[config.mk]
export PLATFORM = sky130hd
export DESIGN_NAME = pong_game_ctrl
export DESIGN_NICKNAME = d
export VERILOG_FILES = /design/src/rtl/pong_game_ctrl.sv
export SDC_FILE = /design/constraint.sdc
export NUM_CORES = 1
export LEC_CHECK = 0
export CORE_ASPECT_RATIO = 1.25
export CORE_UTILIZATION = 40
export DETAILED_ROUTE_END_ITERATION = 12
export PLACE_DENSITY = 0.64
export SYNTH_ARGS = -nofsm -noshare
export SYNTH_HDL_FRONTEND = slang
export SYNTH_SLANG_ARGS = --single-unit
[constraint.sdc]
create_clock -name clk -period 2.6 [get_ports clk]
set_input_delay 0.39 -clock clk [delete_from_list [all_inputs] [get_ports clk]]
set_output_delay 0.39 -clock clk [all_outputs]
set_load 0.01 [all_outputs]
[src/rtl/pong_game_ctrl.sv]
// pong_game_ctrl: Pong game sequencer driving paddles, ball enable, serve/point pauses, score and winner.
module pong_game_ctrl #(
   parameter int SERVE_FRAMES = 60,
   parameter int POINT_FRAMES = 30,
   parameter int WIN_SCORE    = 7,
   parameter int SCORE_WIDTH  = 4,
   parameter int CNT_WIDTH    = 8
) (
   input  logic                   clk,
   input  logic                   rst,
   input  logic                   frame_tick,
   input  logic                   start,
   input  logic [1:0]             btn_l,
   input  logic [1:0]             btn_r,
   input  logic                   miss_l,
   input  logic                   miss_r,
   output logic                   paddle_rst,
   output logic [1:0]             btn_l_out,
   output logic [1:0]             btn_r_out,
   output logic                   ball_rst,
   output logic                   ball_en,
   output logic                   serve_dir,
   output logic [SCORE_WIDTH-1:0] score_l,
   output logic [SCORE_WIDTH-1:0] score_r,
   output logic [1:0]             winner,
   output logic [2:0]             state
);
   typedef enum logic [2:0] {IDLE = 3'd0, SERVE = 3'd1, PLAY = 3'd2, POINT = 3'd3, GAME_OVER = 3'd4} state_t;
   localparam logic [CNT_WIDTH-1:0]   SERVE_LD = CNT_WIDTH'(SERVE_FRAMES);
   localparam logic [CNT_WIDTH-1:0]   POINT_LD = CNT_WIDTH'(POINT_FRAMES);
   localparam logic [SCORE_WIDTH-1:0] WIN      = SCORE_WIDTH'(WIN_SCORE);
   localparam logic [SCORE_WIDTH-1:0] ONE_PT   = SCORE_WIDTH'(1);
   localparam logic [CNT_WIDTH-1:0]   ONE_CNT  = CNT_WIDTH'(1);
   state_t st;
   logic [CNT_WIDTH-1:0] cnt;
   logic gate;
   always_ff @(posedge clk) begin
      if (!rst) begin
         st        <= IDLE;
         score_l   <= '0;
         score_r   <= '0;
         winner    <= 2'b00;
         serve_dir <= 1'b0;
         cnt       <= '0;
      end else begin
         case (st)
            IDLE, GAME_OVER: if (start) begin
               st      <= SERVE;
               score_l <= '0;
               score_r <= '0;
               winner  <= 2'b00;
               cnt     <= SERVE_LD;
            end
            SERVE: begin
               if (cnt == '0) st <= PLAY;
               else if (frame_tick) cnt <= cnt - ONE_CNT;
            end
            PLAY: if (miss_l || miss_r) begin
               st  <= POINT;
               cnt <= POINT_LD;
               // a double miss is a replay: nobody scores, serve side stays
               if (miss_l && !miss_r) begin
                  score_r   <= (score_r < WIN) ? score_r + ONE_PT : score_r;
                  serve_dir <= 1'b0;
               end else if (miss_r && !miss_l) begin
                  score_l   <= (score_l < WIN) ? score_l + ONE_PT : score_l;
                  serve_dir <= 1'b1;
               end
            end
            POINT: begin
               if (cnt == '0) begin
                  if (score_l == WIN) begin
                     st     <= GAME_OVER;
                     winner <= 2'b01;
                  end else if (score_r == WIN) begin
                     st     <= GAME_OVER;
                     winner <= 2'b10;
                  end else begin
                     st  <= SERVE;
                     cnt <= SERVE_LD;
                  end
               end else if (frame_tick) cnt <= cnt - ONE_CNT;
            end
            default: st <= IDLE;
         endcase
      end
   end
   always_comb begin
      gate       = (st == SERVE) || (st == PLAY);
      paddle_rst = (st == IDLE) || (st == POINT) || (st == GAME_OVER);
      ball_rst   = (st == IDLE) || (st == SERVE) || (st == GAME_OVER);
      ball_en    = (st == PLAY);
      btn_l_out  = gate ? btn_l : 2'b00;
      btn_r_out  = gate ? btn_r : 2'b00;
      state      = st;
   end
endmodule

# Word level (Yosys, flattened, before mapping)
# Index checks and enable logic that the tools add are counted.
[totals]
wordCells = 87
input_bits = 10
reg_bits = 22
[op_classes]
n_mux = 34
magnitude_cmp = 2
n_addsub = 3
eq_ne = 19
n_reduce_logical = 23
[op_table]
columns = ["cell", "n"]
rows = [
  ["8-bit two-way mux", 7],
  ["4-bit two-way mux", 8],
  ["8-bit case mux with 4 select lines", 1],
  ["3-bit two-way mux", 6],
  ["4-bit case mux with 2 select lines", 2],
  ["2-bit two-way mux", 6],
  ["3-bit case mux with 4 select lines", 1],
  ["6-bit AND reduction", 2],
  ["2-bit by 1-bit inequality test with 1-bit output, second input constant", 5],
  ["2-bit inequality test, second input constant", 5],
  ["3-bit inequality test, second input constant", 3],
  ["4-bit by 1-bit adder with 4-bit output, second input constant", 2],
  ["4-bit by 3-bit == test with 1-bit output, second input constant", 2],
  ["8-bit zero test", 1],
  ["4-bit by 3-bit < comparator with 1-bit output, second input constant", 2],
  ["4-bit AND reduction", 2],
  ["8-bit by 1-bit subtractor with 8-bit output, second input constant", 1],
  ["3-bit by 2-bit == test with 1-bit output, second input constant", 2],
  ["1-bit logical OR", 6],
  ["2-bit nonzero test", 3],
  ["5-bit AND reduction", 1],
  ["2-bit case mux with 2 select lines", 1],
  ["4-bit nonzero test", 1],
  ["3-bit by 1-bit == test with 1-bit output, second input constant", 1],
  ["7 further kinds", 10],
]

# Depth between registers and ports, before layout
[depth]
depth_word = 6
depth_mapped = 7

# Worst setup path after synthesis
# No wires, ideal clock.
[synth_path]
path_type = "input -> register"
startpoint = "input frame_tick"
endpoint = "register cnt[5]"
arrival_ns = 1.758
cell_stages = 6
n_path_buf = 1
slack_ns = 0.713
t_required_ns = 2.471
cell_sequence = "clkbuf_2 > or4b_1 > o31ai_1 > a31oi_1 > a2111oi_0 > nor2_1"
[synth_via]
elab_chain_len = 3
word_cells_on_any_way = 4
classes_between = "mux: 4"
[synth_rtl]
columns = ["element", "line", "source"]
rows = [
  ["from (decl)", "11", "input logic frame_tick,"],
  ["8-bit two-way mux (*)", "n/a", ""],
  ["8-bit two-way mux, on equally long branches", "n/a", ""],
  ["8-bit case mux with 4 select lines (*)", "n/a", ""],
  ["to (signal assigned)", "56", "else if (frame_tick) cnt <= cnt - ONE_CNT;"],
  ["to (signal assigned)", "82", "end else if (frame_tick) cnt <= cnt - ONE_CNT;"],
  ["to (decl)", "35", "logic [CNT_WIDTH-1:0] cnt;"],
]
# Every way passes the cells marked *; elsewhere a longest branch is shown, timed or not. The select of a mux whose other input is x is not followed.
# A chain may end at the register's enable or synchronous reset.

# Worst setup path in the final report
[layout_path]
startpoint = "register st[1] (netlist: state[1])"
endpoint = "output ball_en"
[layout_via]
elab_chain_len = 1
[layout_rtl]
columns = ["element", "line", "source"]
rows = [
  ["from (decl)", "34", "state_t st;"],
  ["from (signal assigned)", "39", "st <= IDLE;"],
  ["from (signal assigned)", "48", "st <= SERVE;"],
  ["from (signal assigned)", "55", "if (cnt == '0) st <= PLAY;"],
  ["3-bit by 2-bit == test with 1-bit output", "92", "ball_en = (st == PLAY);"],
  ["to (decl)", "21", "output logic ball_en,"],
]
# Every way passes these cells.

==> results.md <==
- Half-perimeter wire length after detailed placement: 2.45 mm
- Endpoint kind of the worst setup timing path: output pin
- Unique masters post-synth: 49
- Largest fanout of any net on the critical path: 9
- Overflow left after global routing: 0
- Sequential-to-total area share from yosys stat: 0.341
- Antenna violations before repair: 0
- Core area: 3000 µm²
- Clock Pin Slew Worst Setup and Hold Paths: 0.13 ns
- Worst path max stage delay: 0.62 ns
- Number of buffers added by the clock tree synthesis step: 3
- Pwr Density: 785 nW/µm²
- Clock share of power: 0.148
- Cell area after layout: between 1500 and 2000 µm²
- Post-detailed-route DRC marker count: 0
- Cell with the largest stage delay on the worst path: sky130_fd_sc_hd__clkdlybuf4s50_1
- Number of maximum-capacitance violations: 0
- Worst hold slack: slightly below 0.5 ns
- Fraction of power consumed by sequential logic: 0.350
- I/O Buffers: 30
- Class of the worst hold path: flip-flop to flip-flop
- Flip-flop and latch count after synthesis: 22
- Die X: roughly 53 µm
- Clock period minus worst slack: ~2.3 ns
- Switching part of the total: 0.406
- Number of rows created at floorplan: 22
- Maximum buffer depth of the clock tree: 2
- Pin count of the biggest net entering global routing: 13
- Number of ports placed on the die boundary: 31
- CTS H-tree depth: 1
- Most common cell after layout, fill and taps aside: sky130_fd_sc_hd__clkdlybuf4s50_1
- Final period util: 0.876
- Footprint of the multi-input gates: 798 µm²
- Starting Density: 0.431
- Detailed-route wire length per cell: 14.7 µm
- Sw Pwr: 0.543 mW
- Crit path DAT: 1.89 ns
- Static power due to leakage: 0.650 nW
- Area of placed instances: 1670 µm²
- 1st-pass router iterations: 4
- Nets in the synthesized netlist: 165
- Ranking of synthesized cells by area: sky130_fd_sc_hd__dfxtp_1 34%, sky130_fd_sc_hd__ha_1 6.8%, sky130_fd_sc_hd__nor2_1 4.4%
- Maximum clock skew at final layout: 0.00249 ns
- CTS-repair resized insts: 0
- Main synth FF type: sky130_fd_sc_hd__dfxtp_1
- Critical-path cell list: nor3b_1, clkdlybuf4s50_1
- Sequential standard cell area: 440 µm²
- Area share of the largest cell type after synthesis: 0.341
- Quantity of hold-fixing buffers added after cts: 0
- Setup total negative slack: 0 ns
- Number of hold violations in the final report: 0
- Routability Congestion: ~0.82
- Post-Syn Area: 1290 µm²
- Number of instances in the placed design: 215
- Global routing usage summed across all routing layers: 0.209
- Avg Cell Area, Syn: 8.73 µm²
- Max frequency: about 440 MHz
- P_int: 0.795 mW
- Final routed wirelength across all metal layers: 3.23 mm
- Share of post-route cells with drive strength above 1: 0.131
- Number of buffer and inverter instances along the worst setup path: 1
- Wire length of the first global-routing pass: roughly 5.3 mm
- Number of pins exceeding their max-slew limit in the final report: 0
- Via count of the first global-routing pass: 1,183
- Clock tree from TritonCTS: built
- Unrepaired setup endpoints after global routing: false
- Layout Cells excl Fill: 219
- Total of endpoints with negative setup slack in the final report: 0
- Library cell occupying the most area in the post-synthesis netlist: sky130_fd_sc_hd__dfxtp_1
- WS Path Type: flip-flop to output pin
- Pre-CTS setup slack: 0.241 ns
- Post-CTS Setup Inserts: 0
- Via count normalized by instance count: 5.77
- Number of flops mapped to enable cells by yosys: 0
- Net count reported at finish: 201
- Initial detailed-routing violation count: 27
- Post-route ant nets: 0
- Final worst slack: between 0.3 and 0.4 ns
- Startpoint type of the worst setup path: flip-flop
- Yosys warnings: 0
- Cells after Synth: 148
- Worst max-slew margin expressed relative to the limit: 0.595
- Die footprint: 3460 µm²
- Source-to-sink clock delay at the later pin of the worst-skew pair: about 0.31 ns
- Transition time of the tightest slew-check pin: about 0.6 ns
- Most frequent cells in the layout: 30 x sky130_fd_sc_hd__clkdlybuf4s50_1, 22 x sky130_fd_sc_hd__dfxtp_1, 15 x sky130_fd_sc_hd__nor2_1, 10 x sky130_fd_sc_hd__a21oi_1, 9 x sky130_fd_sc_hd__nand2_1
- Peak supply drop: 0.565 mV
- Chip height: around 66 µm
- Required time reported for the critical path endpoint: 2.21 ns
- Number of diodes: 0
- Via Count: 1,263
- Clock tree root driver cell: sky130_fd_sc_hd__clkbuf_4
- Fill cell instance count of the final layout: 279
- Sinks on Clock Net: 22
- Power share of the combinational group: 0.502
- Kind of cell adding the most delay to the critical path: buffers and inverters
- Synthesis-to-layout area growth: 31.8%
- Synth async-reset ratio: 0
- Status: complete, no violations
worst reg2reg max path, cell delays in order, from the launching register on:
cell                      delay (ns)
sky130_fd_sc_hd__dfxtp_1        0.37
sky130_fd_sc_hd__or4_4          0.58
sky130_fd_sc_hd__nor4_4         0.47
sky130_fd_sc_hd__a32oi_4        0.30
sky130_fd_sc_hd__o311a_1        0.20
sky130_fd_sc_hd__nor3_2         0.14
metal layers:
| layer | part of all wire | vias to the layer above | global-route usage |
|---|---|---|---|
| met1 | 0.42 | 604 | 0.239 |
| li1 | - | 622 | - |
| met3 | 0.026 | 9 | 0.0255 |
| met2 | 0.53 | 28 | 0.375 |
| met5 | 0 | - | 0 |
| met4 | 0.025 | 0 | 0.0954 |
path summary, 6_finish.rpt:
check	start	slack [ns]	to	cells past startpoint
setup / recovery	state[1]$_SDFFE_PN0P_	0.32	ball_en	2
hold / removal	winner[0]$_SDFFE_PN0P_	0.49	winner[0]$_SDFFE_PN0P_	2
setup reg to reg	cnt[3]$_SDFFE_PN0P_	0.47	cnt[0]$_SDFFE_PN0P_	5
hold reg to reg	winner[0]$_SDFFE_PN0P_	0.49	winner[0]$_SDFFE_PN0P_	2
through the flow:
| stage | power (mW) | utilization |
|---|---|---|
| global placement | 1.14 | 0.555 |
| CTS | 1.35 | 0.568 |
| floorplan | 0.905 | - |
| detailed placement | 1.15 | 0.555 |
| finish | 1.34 | 0.568 |
| global route | 1.44 | 0.568 |
state kept, by name, summed over array words and instances, names as in the netlist:
| name | flops |
|---|---|
| winner | 2 |
| serve_dir | 1 |
| state | 3 |
| score_r | 4 |
| score_l | 4 |
| cnt | 8 |
synthesized netlist by cell type (3+ instances only):
master,n
sky130_fd_sc_hd__dfxtp_1,22
sky130_fd_sc_hd__nor2_1,15
sky130_fd_sc_hd__a21oi_1,10
sky130_fd_sc_hd__nand2_1,9
sky130_fd_sc_hd__inv_1,8
sky130_fd_sc_hd__ha_1,7
sky130_fd_sc_hd__o21ai_0,6
sky130_fd_sc_hd__and2_1,5
sky130_fd_sc_hd__clkbuf_1,5
sky130_fd_sc_hd__nand3_1,5
sky130_fd_sc_hd__nor2b_1,5
sky130_fd_sc_hd__nor3_1,4
sky130_fd_sc_hd__a221o_2,3
sky130_fd_sc_hd__nand4_1,3
final cells by class:
type | instances | share of cell area
repair buffers | 37 | 0.207
inverters | 8 | 0.0176
flip-flops and latches | 22 | 0.259
multi-input cells | 112 | 0.469
clock buffers | 4 | 0.0213
well taps | 36 | 0.0265
cell families (layout without fill, tap and decap cells):
| group | Yosys count | in the layout | synth area share |
|---|---|---|---|
| compound gates | 39 | 39 | 0.236 |
| xor+xnor | 3 | 3 | 0.0203 |
| fa+ha+maj | 7 | 7 | 0.0678 |
| buf+inv | 14 | 49 | 0.0416 |
| flops | 22 | 22 | 0.341 |
| mux | 3 | 3 | 0.0242 |
| simple gates | 60 | 60 | 0.269 |
power groups by stage:
stage               Sequential, mW  Clock (mW)  Combinational, mW
floorplan                    0.463           0              0.443
global placement             0.474           0              0.664
detailed placement           0.478           0              0.668
CTS                          0.468       0.206              0.671
global route                 0.481       0.220              0.740
finish                       0.468       0.198              0.672
Power figures use the tool's default switching activity.
